[src/rtl/mem_bus_arbiter.sv]
// Arbitrates the shared data/peripheral bus between the CPU MEM-stage port and a DMA port.
// Define MEM_BUS_TIMEOUT_EN to abort transactions that wait too long for mem_ready.
module mem_bus_arbiter #(
    parameter int unsigned DATA_W         = 32,
    parameter int unsigned ADDR_W         = 32,
    parameter int unsigned STARVE_LIMIT   = 4,
    parameter int unsigned MAX_BURST      = 8,
    parameter int unsigned TIMEOUT_CYCLES = 64
) (
    input  logic              clk,
    input  logic              reset,
    input  logic              cpu_req,
    input  logic              cpu_we,
    input  logic [ADDR_W-1:0] cpu_addr,
    input  logic [DATA_W-1:0] cpu_wdata,
    output logic [DATA_W-1:0] cpu_rdata,
    output logic              cpu_ack,
    output logic              cpu_stall,
    input  logic              dma_req,
    input  logic              dma_we,
    input  logic              dma_lock,
    input  logic [ADDR_W-1:0] dma_addr,
    input  logic [DATA_W-1:0] dma_wdata,
    output logic [DATA_W-1:0] dma_rdata,
    output logic              dma_ack,
    output logic              mem_req,
    output logic              mem_we,
    output logic [ADDR_W-1:0] mem_addr,
    output logic [DATA_W-1:0] mem_wdata,
    input  logic [DATA_W-1:0] mem_rdata,
    input  logic              mem_ready,
    output logic [1:0]        grant,
    output logic              bus_err
);
    localparam int unsigned WaitW  = $clog2(STARVE_LIMIT + 1);
    localparam int unsigned BurstW = $clog2(MAX_BURST + 1);
`ifdef MEM_BUS_TIMEOUT_EN
    localparam int unsigned TimerW = $clog2(TIMEOUT_CYCLES + 1);
    localparam logic [DATA_W-1:0] AbortData = DATA_W'(32'hDEADBEEF);
`endif

    if (STARVE_LIMIT < 1 || MAX_BURST < 1 || TIMEOUT_CYCLES < 1) begin : g_bad_params
        $error("mem_bus_arbiter: STARVE_LIMIT, MAX_BURST and TIMEOUT_CYCLES must be >= 1");
    end

    typedef enum logic [1:0] {StIdle, StCpuXfer, StDmaXfer} state_e;

    state_e              state_q, state_d;
    logic [WaitW-1:0]    wait_cnt_q, wait_cnt_d;
    logic [BurstW-1:0]   burst_cnt_q, burst_cnt_d;
    logic                last_dma_q, last_dma_d;
    logic                mem_req_q, mem_req_d;
    logic                mem_we_q, mem_we_d;
    logic [ADDR_W-1:0]   mem_addr_q, mem_addr_d;
    logic [DATA_W-1:0]   mem_wdata_q, mem_wdata_d;
    logic [1:0]          grant_q, grant_d;
    logic                cpu_ack_q, cpu_ack_d;
    logic                dma_ack_q, dma_ack_d;
    logic [DATA_W-1:0]   cpu_rdata_q, cpu_rdata_d;
    logic [DATA_W-1:0]   dma_rdata_q, dma_rdata_d;
    logic                bus_err_q, bus_err_d;
`ifdef MEM_BUS_TIMEOUT_EN
    logic [TimerW-1:0]   timer_q, timer_d;
`endif

    logic                cpu_elig, dma_elig, dma_pref, dma_win;
    logic                xfer_done;
    logic [DATA_W-1:0]   xfer_data;

    // A requester acked this cycle is still holding the old request, so mask it.
    assign cpu_elig = cpu_req & ~cpu_ack_q;
    assign dma_elig = dma_req & ~dma_ack_q;
    assign dma_pref = (wait_cnt_q == WaitW'(STARVE_LIMIT)) |
                      (dma_lock & last_dma_q & (burst_cnt_q < BurstW'(MAX_BURST)));
    assign dma_win  = dma_elig & (dma_pref | ~cpu_elig);

    always_comb begin
        state_d     = state_q;
        wait_cnt_d  = wait_cnt_q;
        burst_cnt_d = burst_cnt_q;
        last_dma_d  = last_dma_q;
        mem_req_d   = mem_req_q;
        mem_we_d    = mem_we_q;
        mem_addr_d  = mem_addr_q;
        mem_wdata_d = mem_wdata_q;
        grant_d     = grant_q;
        cpu_ack_d   = 1'b0;
        dma_ack_d   = 1'b0;
        cpu_rdata_d = cpu_rdata_q;
        dma_rdata_d = dma_rdata_q;
        bus_err_d   = 1'b0;
        xfer_done   = 1'b0;
        xfer_data   = mem_rdata;
`ifdef MEM_BUS_TIMEOUT_EN
        timer_d     = timer_q;
`endif
        unique case (state_q)
            StIdle: begin
`ifdef MEM_BUS_TIMEOUT_EN
                timer_d = '0;
`endif
                if (dma_win) begin
                    state_d     = StDmaXfer;
                    mem_req_d   = 1'b1;
                    mem_we_d    = dma_we;
                    mem_addr_d  = dma_addr;
                    mem_wdata_d = dma_wdata;
                    grant_d     = 2'b10;
                    last_dma_d  = 1'b1;
                    wait_cnt_d  = '0;
                    if (!dma_lock) begin
                        burst_cnt_d = '0;
                    end else if (burst_cnt_q < BurstW'(MAX_BURST)) begin
                        burst_cnt_d = burst_cnt_q + 1'b1;
                    end
                end else if (cpu_elig) begin
                    state_d     = StCpuXfer;
                    mem_req_d   = 1'b1;
                    mem_we_d    = cpu_we;
                    mem_addr_d  = cpu_addr;
                    mem_wdata_d = cpu_wdata;
                    grant_d     = 2'b01;
                    last_dma_d  = 1'b0;
                    burst_cnt_d = '0;
                    if (dma_elig && wait_cnt_q != WaitW'(STARVE_LIMIT)) begin
                        wait_cnt_d = wait_cnt_q + 1'b1;
                    end
                end
            end
            StCpuXfer, StDmaXfer: begin
                if (mem_ready) begin
                    xfer_done = 1'b1;
`ifdef MEM_BUS_TIMEOUT_EN
                end else if (timer_q == TimerW'(TIMEOUT_CYCLES - 1)) begin
                    xfer_done = 1'b1;
                    xfer_data = AbortData;
                    bus_err_d = 1'b1;
                end else begin
                    timer_d = timer_q + 1'b1;
`endif
                end
                if (xfer_done) begin
                    state_d   = StIdle;
                    mem_req_d = 1'b0;
                    grant_d   = 2'b00;
                    if (state_q == StCpuXfer) begin
                        cpu_ack_d   = 1'b1;
                        cpu_rdata_d = xfer_data;
                    end else begin
                        dma_ack_d   = 1'b1;
                        dma_rdata_d = xfer_data;
                    end
                end
            end
            default: state_d = StIdle;
        endcase
    end

    always_ff @(posedge clk or negedge reset) begin
        if (!reset) begin
            state_q     <= StIdle;
            wait_cnt_q  <= '0;
            burst_cnt_q <= '0;
            last_dma_q  <= 1'b0;
            mem_req_q   <= 1'b0;
            mem_we_q    <= 1'b0;
            mem_addr_q  <= '0;
            mem_wdata_q <= '0;
            grant_q     <= 2'b00;
            cpu_ack_q   <= 1'b0;
            dma_ack_q   <= 1'b0;
            cpu_rdata_q <= '0;
            dma_rdata_q <= '0;
            bus_err_q   <= 1'b0;
`ifdef MEM_BUS_TIMEOUT_EN
            timer_q     <= '0;
`endif
        end else begin
            state_q     <= state_d;
            wait_cnt_q  <= wait_cnt_d;
            burst_cnt_q <= burst_cnt_d;
            last_dma_q  <= last_dma_d;
            mem_req_q   <= mem_req_d;
            mem_we_q    <= mem_we_d;
            mem_addr_q  <= mem_addr_d;
            mem_wdata_q <= mem_wdata_d;
            grant_q     <= grant_d;
            cpu_ack_q   <= cpu_ack_d;
            dma_ack_q   <= dma_ack_d;
            cpu_rdata_q <= cpu_rdata_d;
            dma_rdata_q <= dma_rdata_d;
            bus_err_q   <= bus_err_d;
`ifdef MEM_BUS_TIMEOUT_EN
            timer_q     <= timer_d;
`endif
        end
    end

    assign cpu_stall = cpu_req & ~cpu_ack_q;
    assign cpu_ack   = cpu_ack_q;
    assign cpu_rdata = cpu_rdata_q;
    assign dma_ack   = dma_ack_q;
    assign dma_rdata = dma_rdata_q;
    assign mem_req   = mem_req_q;
    assign mem_we    = mem_we_q;
    assign mem_addr  = mem_addr_q;
    assign mem_wdata = mem_wdata_q;
    assign grant     = grant_q;
    assign bus_err   = bus_err_q;

endmodule

[config.mk]
export PLATFORM = sky130hd
export DESIGN_NAME = mem_bus_arbiter
export DESIGN_NICKNAME = d
export VERILOG_FILES = /design/src/rtl/mem_bus_arbiter.sv
export SDC_FILE = /design/constraint.sdc
export NUM_CORES = 1
export LEC_CHECK = 0
export CORE_MARGIN = 5
export CORE_UTILIZATION = 37
export CTS_CLUSTER_DIAMETER = 40
export DETAILED_ROUTE_END_ITERATION = 10
export PLACE_DENSITY = 0.82
export SYNTH_ARGS = -nofsm -noshare
export SYNTH_HDL_FRONTEND = slang
export SYNTH_SLANG_ARGS = --single-unit
[constraint.sdc]
create_clock -name clk -period 1.6 [get_ports clk]
set_input_delay 0.32 -clock clk [delete_from_list [all_inputs] [get_ports clk]]
set_output_delay 0.32 -clock clk [all_outputs]
set_load 0.02 [all_outputs]
==> results.yml, run 1 <==
timing:
  grt_setup_unrepaired: "true"
  final-hold-violation-count: 0
  worst_hold_slack_ps: 421.3
  fin_crit_sh_pct: 99.23
  fmax_mhz: 629.8
  tns_ps: 0
  timing.final.setup_violations: 0
  final_period_minus_worst_setup_slack_ps: 1588
  timing.clock.skew_ps: 10.98
  final_max_slew_viol_count: 0
grt:
  gr_overflow_total: 0
  antenna_violations_before_repair: 0
  vias_in_the_first_global_route: 6036
  groute.usage.overall_pct: 20.96
  grt_pass1_wl_mm: 32.57
  pin_count_of_the_biggest_net_entering_global_routing: 45
job:
  maxCapViolations: 0
cts:
  cts-buffers-inserted: 17
  h-tree-depth: 4
  cts_tree: "yes"
  clock-sinks: 144
  path_clk_slew_ps: 70
  worst_skew_pair.late_latency_ps: 410
  cts_root_buf: "sky130_fd_sc_hd__clkbuf_16"
  max-clock-path-buffers: 2
critical_path:
  critical_path.max_fanout: 13
  critPathTopFamily: "compound AO/OA/AOI/OAI gates"
  crit_start_category: "flop"
  timing.critical_path.slowest_cell_delay_ps: 400
  crit_end_category: "flop"
  path_class: "reg -> reg"
  timing.rr.start: "wait_cnt_q[1]"
  crit_buf_inv: 3
  critical_path_depth_in_cells: 8
  cells_on_worst_reg2reg_path: 8
  critical_path.cell_chain: "inv_2 > ha_4 > nand2_4 > a31oi_4 > buf_6 > clkbuf_16 > a21oi_1 > a21oi_1"
  setup_crit_start: "wait_cnt_q[1]"
  worstPathRequired_ps: 1930
  cp_common_cell: "sky130_fd_sc_hd__a21oi_1"
  cp_slowest_cell: "sky130_fd_sc_hd__dfrtp_1"
  worstPathArrival_ps: 1910
synthesis:
  synth_cells: 637
  syn-num-nets: 810
  flops_latches_synth: 144
  post_synth.cell_area_avg_um2: 9.629
  yosys.cell_types.count: 36
  synth-edff-count: 0
  dominantRegCellSynth: "sky130_fd_sc_hd__dfrtp_1"
  synth_seq_area_share_pct: 58.75
  async_reset_ff_share_pct: 100.0
  synthesis.yosys.warnings: 0
  mappedNetlistArea_mm2: 0.006133
detailed_routing:
  avgRoutedWirePerCell_um: 17.65
  finalWirelength_mm: 21.20
  drt-initial-drc-count: 259
  vias_per_std_cell: 4.843
  drc_errors: 0
  antenna_left: 0
  routed-via-count: 5816
  drtPass1Iterations: 4
floorplan:
  num_io_pins: 304
  die_h_um: 138.8
  floorplan.initialDensity_pct: 37.38
  row_count: 47
  dieArea_mm2: 0.01925
  fp.dieW_um: 138.8
  coreArea_mm2: 0.01641
power_and_ir_drop:
  p_comb_share_pct: 52.0
  leakage_nw: 4.823
  net_sw_power_mw: 8.838
  vdd_ir_drop_max_mv: 1.031
  clockPowerShare_pct: 17.8
  p_int_mw: 12.21
  pwr-share-seq_pct: 30.1
  switching_share_pct: 42.00
  powerDensity_mw_per_mm2: 2044
placed_design:
  place.port_buffers: 302
  total_half_perimeter_wirelength_after_legalization_and_detailed_placement_mm: 15.04
  gp_congestion: 0.8242
outcome:
  status: "finished clean"
cells_and_area:
  area_growth_syn_to_layout_pct: 67.85
  finish.utilization_pct: 62.75
  share_of_layout_cells_above_drive_strength_1_pct: 13.56
  antenna_cells: 0
  final_net_count: 1141
worst_hold_path:
  worst_min_delay_path_category: "in -> async"
==> cell usage after synthesis, types with 2 or more instances <==
master | n | share of area [%]
sky130_fd_sc_hd__nand2_1 | 169 | 10
sky130_fd_sc_hd__dfrtp_1 | 144 | 59
sky130_fd_sc_hd__a21oi_1 | 134 | 11
sky130_fd_sc_hd__nor2_1 | 68 | 4.2
sky130_fd_sc_hd__mux2_2 | 33 | 6.1
sky130_fd_sc_hd__buf_2 | 14 | 1.1
sky130_fd_sc_hd__clkbuf_1 | 13 | 0.80
sky130_fd_sc_hd__inv_1 | 8 | 0.49
sky130_fd_sc_hd__o21ai_0 | 8 | 0.65
sky130_fd_sc_hd__buf_4 | 7 | 0.86
sky130_fd_sc_hd__ha_1 | 5 | 1.0
sky130_fd_sc_hd__a32o_1 | 3 | 0.49
sky130_fd_sc_hd__nand3_1 | 3 | 0.24
sky130_fd_sc_hd__buf_1 | 2 | 0.12
sky130_fd_sc_hd__buf_6 | 2 | 0.37
sky130_fd_sc_hd__nand2b_1 | 2 | 0.20
sky130_fd_sc_hd__nor2b_1 | 2 | 0.20
sky130_fd_sc_hd__o21ai_1 | 2 | 0.16
==> state kept, by name (all words and copies together) (netlist names) <==
signal / flops
cpu_ack: 1
cpu_rdata: 32
last_dma_q: 1
mem_addr: 32
grant: 2
wait_cnt_q: 3
mem_req: 1
dma_ack: 1
mem_we: 1
mem_wdata: 32
dma_rdata: 32
burst_cnt_q: 4
state_q: 2
==> layout by cell type (no fill, tap or decap), drive strengths merged, types with 3 or more instances in the layout <==
master         Yosys  routed
nor2              68      68
clkdlybuf4s50      0     166
buf               25      45
a32o               3       3
nand2            169     169
clkbuf            13      24
inv                9      11
ha                 5       5
nand2b             3       3
a21oi            135     135
dfrtp            144     144
nand3              3       3
o21ai             11      11
mux2              33      33
dlygate4sd2        0     134
clkinv             0       8
==> power by group through the flow <==
stage               combinational (mW)  sequential [mW]  clock, mW
global placement                  11.6             6.36          0
detailed placement                11.8             6.45          0
finish                            10.9             6.34       3.75
global route                      11.9             6.58       4.05
CTS                               10.8             6.34       3.86
floorplan                         4.01             8.43          0
==> worst reg2reg max path, cell delays in order, from the launching register on <==
cell and delay [ps]:
sky130_fd_sc_hd__dfrtp_1 400, sky130_fd_sc_hd__inv_2 90, sky130_fd_sc_hd__ha_4 150, sky130_fd_sc_hd__nand2_4 70
sky130_fd_sc_hd__a31oi_4 240, sky130_fd_sc_hd__buf_6 170, sky130_fd_sc_hd__clkbuf_16 170, sky130_fd_sc_hd__a21oi_1 70
sky130_fd_sc_hd__a21oi_1 150
==> area by class of cell <==
type / instances / area (um^2)
Fill cell: 1361 / 6112
Inverter: 9 / 33.78
Multi-Input combinational cell: 446 / 2356
Sequential cell: 144 / 3603
Tap cell: 220 / 275.3
Timing Repair Buffer: 350 / 3470
Clock buffer: 20 / 446.7
Clock inverter: 12 / 110.1
==> cells by family after synthesis <==
kind of cell	share of synthesized area, %
AOI/OAI and AO/OA	13.99
xor gates and xnor gates	0.1428
adders and majority gates	1.020
buffers and inverters	3.835
DFF	58.75
muxes	6.059
other	0.06114
and+or+nand+nor	16.14
==> worst paths after layout <==
| path | endpoint | slack, ps |
|---|---|---|
| worst min register to register | dma_rdata[4] | 470 |
| worst min-delay path | cpu_rdata[12] | 420 |
| min in group clk | mem_addr[21] | 450 |
| worst max-delay path | mem_addr[5] | 10 |
| worst max register to register | mem_addr[5] | 10 |
| max in group asynchronous | wait_cnt_q[2] | 620 |
==> through the flow <==
stage               worst slack, ps  power (mW)  cells  instance area (um^2)
CTS                          -10.09       20.96   1195                 10130
finish                        12.25       21.04   1201                 10290
detailed placement           -305.1       18.24   1159                  9676
global route                 -59.34       22.51   1201                 10290
floorplan                     3.766       12.44    637                  6142
global placement             -272.2       17.95   1159                  9676
==> routing by layer <==
layer  wire length, um  GRT usage, %  up-vias  part of all wire [%]
li1                  -             -     2779                     -
met1              8091         24.30     2752                    38
met2             10500         35.66      265                    50
met3              2336         8.966       20                    11
met4               278         5.973        0                   1.3
met5                 0             0        -                     0
==> timing repair <==
item                                   in CTS  in global routing
hold buffers                                1                  0
cloned                                      1                  4
setup endpoints to repair                 149                 71
gates resized for setup                   140                 19
pin swaps                                   2                 26
buffers inserted                            2                  2
endpoints found under the hold margin      35                  0
Note: power is estimated with default switching activity, not from simulation.
==> run 2, diff against run 1 <==
SLEW_MARGIN = 40   (was default)
==> results of run 2 <==
No change in the layout: final DEF, timing and power equal those of run 1.
==> run 3, diff against run 2 <==
CORE_MARGIN = 2   (was 5)
SETUP_SLACK_MARGIN = 0.02   (was default)
==> run 3 against run 2 <==
The flow now finishes with violations (setup timing). Total power is 8.0% higher. Combinational power is 16% higher. Sequential power hardly changed. Critical path depth stayed put. Via count is 4.2% higher.
==> results.yml, run 3 (synthesized netlist as in run 1, its figures left out) <==
detailed_routing:
  routed-via-count: 6058
  vias_per_std_cell: 4.970
  drc_errors: 0
  avgRoutedWirePerCell_um: 18.43
  drtPass1Iterations: 4
  drt-initial-drc-count: 264
  antenna_left: 0
  finalWirelength_mm: 22.47
grt:
  gr_overflow_total: 0
  pin_count_of_the_biggest_net_entering_global_routing: 45
  vias_in_the_first_global_route: 6289
  groute.usage.overall_pct: 23.77
  grt_pass1_wl_mm: 32.85
  antenna_violations_before_repair: 0
worst_hold_path:
  worst_min_delay_path_category: "in -> reg"
  hold_path.startpoint: "dma_lock"
  hold_depth: 3
  holdPathEnd: "burst_cnt_q[0]"
timing:
  grt_setup_unrepaired: "true"
  timing.clock.skew_ps: 8.112
  final-hold-violation-count: 0
  final_max_slew_viol_count: 0
  worst_hold_slack_ps: 297.0
  final_period_minus_worst_setup_slack_ps: 1635
  timing.final.setup_violations: 4
  fmax_mhz: 611.5
  fin_crit_sh_pct: 102.2
  tns_ps: -60.95
  worst_slack_ps: -35.27
cells_and_area:
  share_of_layout_cells_above_drive_strength_1_pct: 21.62
  layout.cells.non_filler: 1219
  highest_count_cells_in_the_layout_ignoring_fill_and_taps: "sky130_fd_sc_hd__nand2_1, sky130_fd_sc_hd__clkdlybuf4s50_1, sky130_fd_sc_hd__dfrtp_1"
  finish.utilization_pct: 66.54
  area_growth_syn_to_layout_pct: 78.01
  multi_input_comb_area_mm2: 0.002634
  fin_area_mm2: 0.01092
  fill_cells: 1245
  antenna_cells: 0
  final_net_count: 1160
  ff_latch_area_mm2: 0.003605
critical_path:
  critPathTopFamily: "compound AO/OA/AOI/OAI gates"
  critical_path.max_fanout: 21
  cp_slowest_cell: "sky130_fd_sc_hd__dfrtp_1"
  worst-r2r-setup-slack_ps: -40
  cells_on_worst_reg2reg_path: 8
  timing.rr.start: "wait_cnt_q[0]"
  timing.critical_path.slowest_cell_delay_ps: 360
  crit_end_category: "flop"
  worst_reg2reg_endpoint: "mem_wdata[7]"
  worstPathArrival_ps: 1970
  worstPathRequired_ps: 1930
  path_class: "reg -> reg"
  crit_buf_inv: 3
  crit_start_category: "flop"
  critical_path.cell_chain: "inv_2 > ha_4 > nand2_4 > buf_4 > a31o_4 > buf_12 > nand2_1 > a21oi_2"
placed_design:
  total_half_perimeter_wirelength_after_legalization_and_detailed_placement_mm: 13.68
  place.port_buffers: 302
  dp.cells: 1155
  placement.setup.worst_slack_ps: -345.1
  gp_congestion: 0.7868
  postPlaceCellArea_mm2: 0.009634
outcome:
  failed_checks: "setup timing"
  status: "finished with violations"
power_and_ir_drop:
  vdd_ir_drop_max_mv: 1.209
  total_power_mw: 22.72
  leakage_nw: 5.021
  powerDensity_mw_per_mm2: 2081
cts:
  cts-buffers-inserted: 17
  max-clock-path-buffers: 2
  cts_root_buf: "sky130_fd_sc_hd__clkbuf_16"
  cts_tree: "yes"
  worst_skew_pair.late_latency_ps: 410
  clock-sinks: 144
  path_clk_slew_ps: 60
  h-tree-depth: 4
floorplan:
  fp.dieW_um: 132.8
  coreArea_mm2: 0.01641
  row_count: 47
  num_io_pins: 304
  floorplan.initialDensity_pct: 37.38
  dieArea_mm2: 0.01762
  die_h_um: 132.8
job:
  maxCapViolations: 0
==> run 3: layout make-up <==
class / count / share of cell area, %
well taps: 220 / 2.521
repair buffers: 369 / 34.83
flip-flops and latches: 144 / 33.02
multi-input cells: 446 / 24.12
clock buffers: 20 / 4.183
clock inverters: 11 / 0.9741
inverters: 9 / 0.3553
==> run 3: what timing repair did <==
action / in CTS / in global routing
hold endpoints to repair: 28 / 0
hold buffers: 1 / 0
pin swaps: 36 / 39
setup endpoints to repair: 200 / 98
buffers inserted: 15 / 8
cloned: 7 / 8
resized for setup: 170 / 85
==> run 3: how the worst max path moves through the flow <==
stage	startpoint	end	slack [ps]	cells after the start
2_1_floorplan	cpu_ack	mem_addr[10]	40	7
3_3_place_gp	cpu_req	mem_addr[2]	-290	8
3_5_place_dp	dma_lock	mem_wdata[29]	-350	6
4_1_cts	wait_cnt_q[0]	mem_wdata[29]	-90	9
5_1_grt	wait_cnt_q[1]	mem_wdata[7]	-150	8
6_report	wait_cnt_q[0]	mem_wdata[7]	-40	8
==> run 3: worst reg2reg max path, cell delays in order (launching register included) <==
cell and delay, ps:
sky130_fd_sc_hd__dfrtp_1 360, sky130_fd_sc_hd__inv_2 60, sky130_fd_sc_hd__ha_4 160, sky130_fd_sc_hd__nand2_4 90
sky130_fd_sc_hd__buf_4 110, sky130_fd_sc_hd__a31o_4 300, sky130_fd_sc_hd__buf_12 210, sky130_fd_sc_hd__nand2_1 100
sky130_fd_sc_hd__a21oi_2 170
==> run 3: where the power goes <==
part	switching (mW)	internal (mW)	total (mW)
combinational	7.12	5.45	12.6
sequential	0.889	5.44	6.33
clock	1.60	2.23	3.83
total	9.61	13.1	22.7
==> run 3: layer usage <==
layer	up-vias	share of wire [%]	track usage (%)
met4	0	3.1	8.662
met5	-	0	0
met1	2902	38	27.09
met3	40	10	9.770
li1	2816	-	-
met2	300	49	40.18
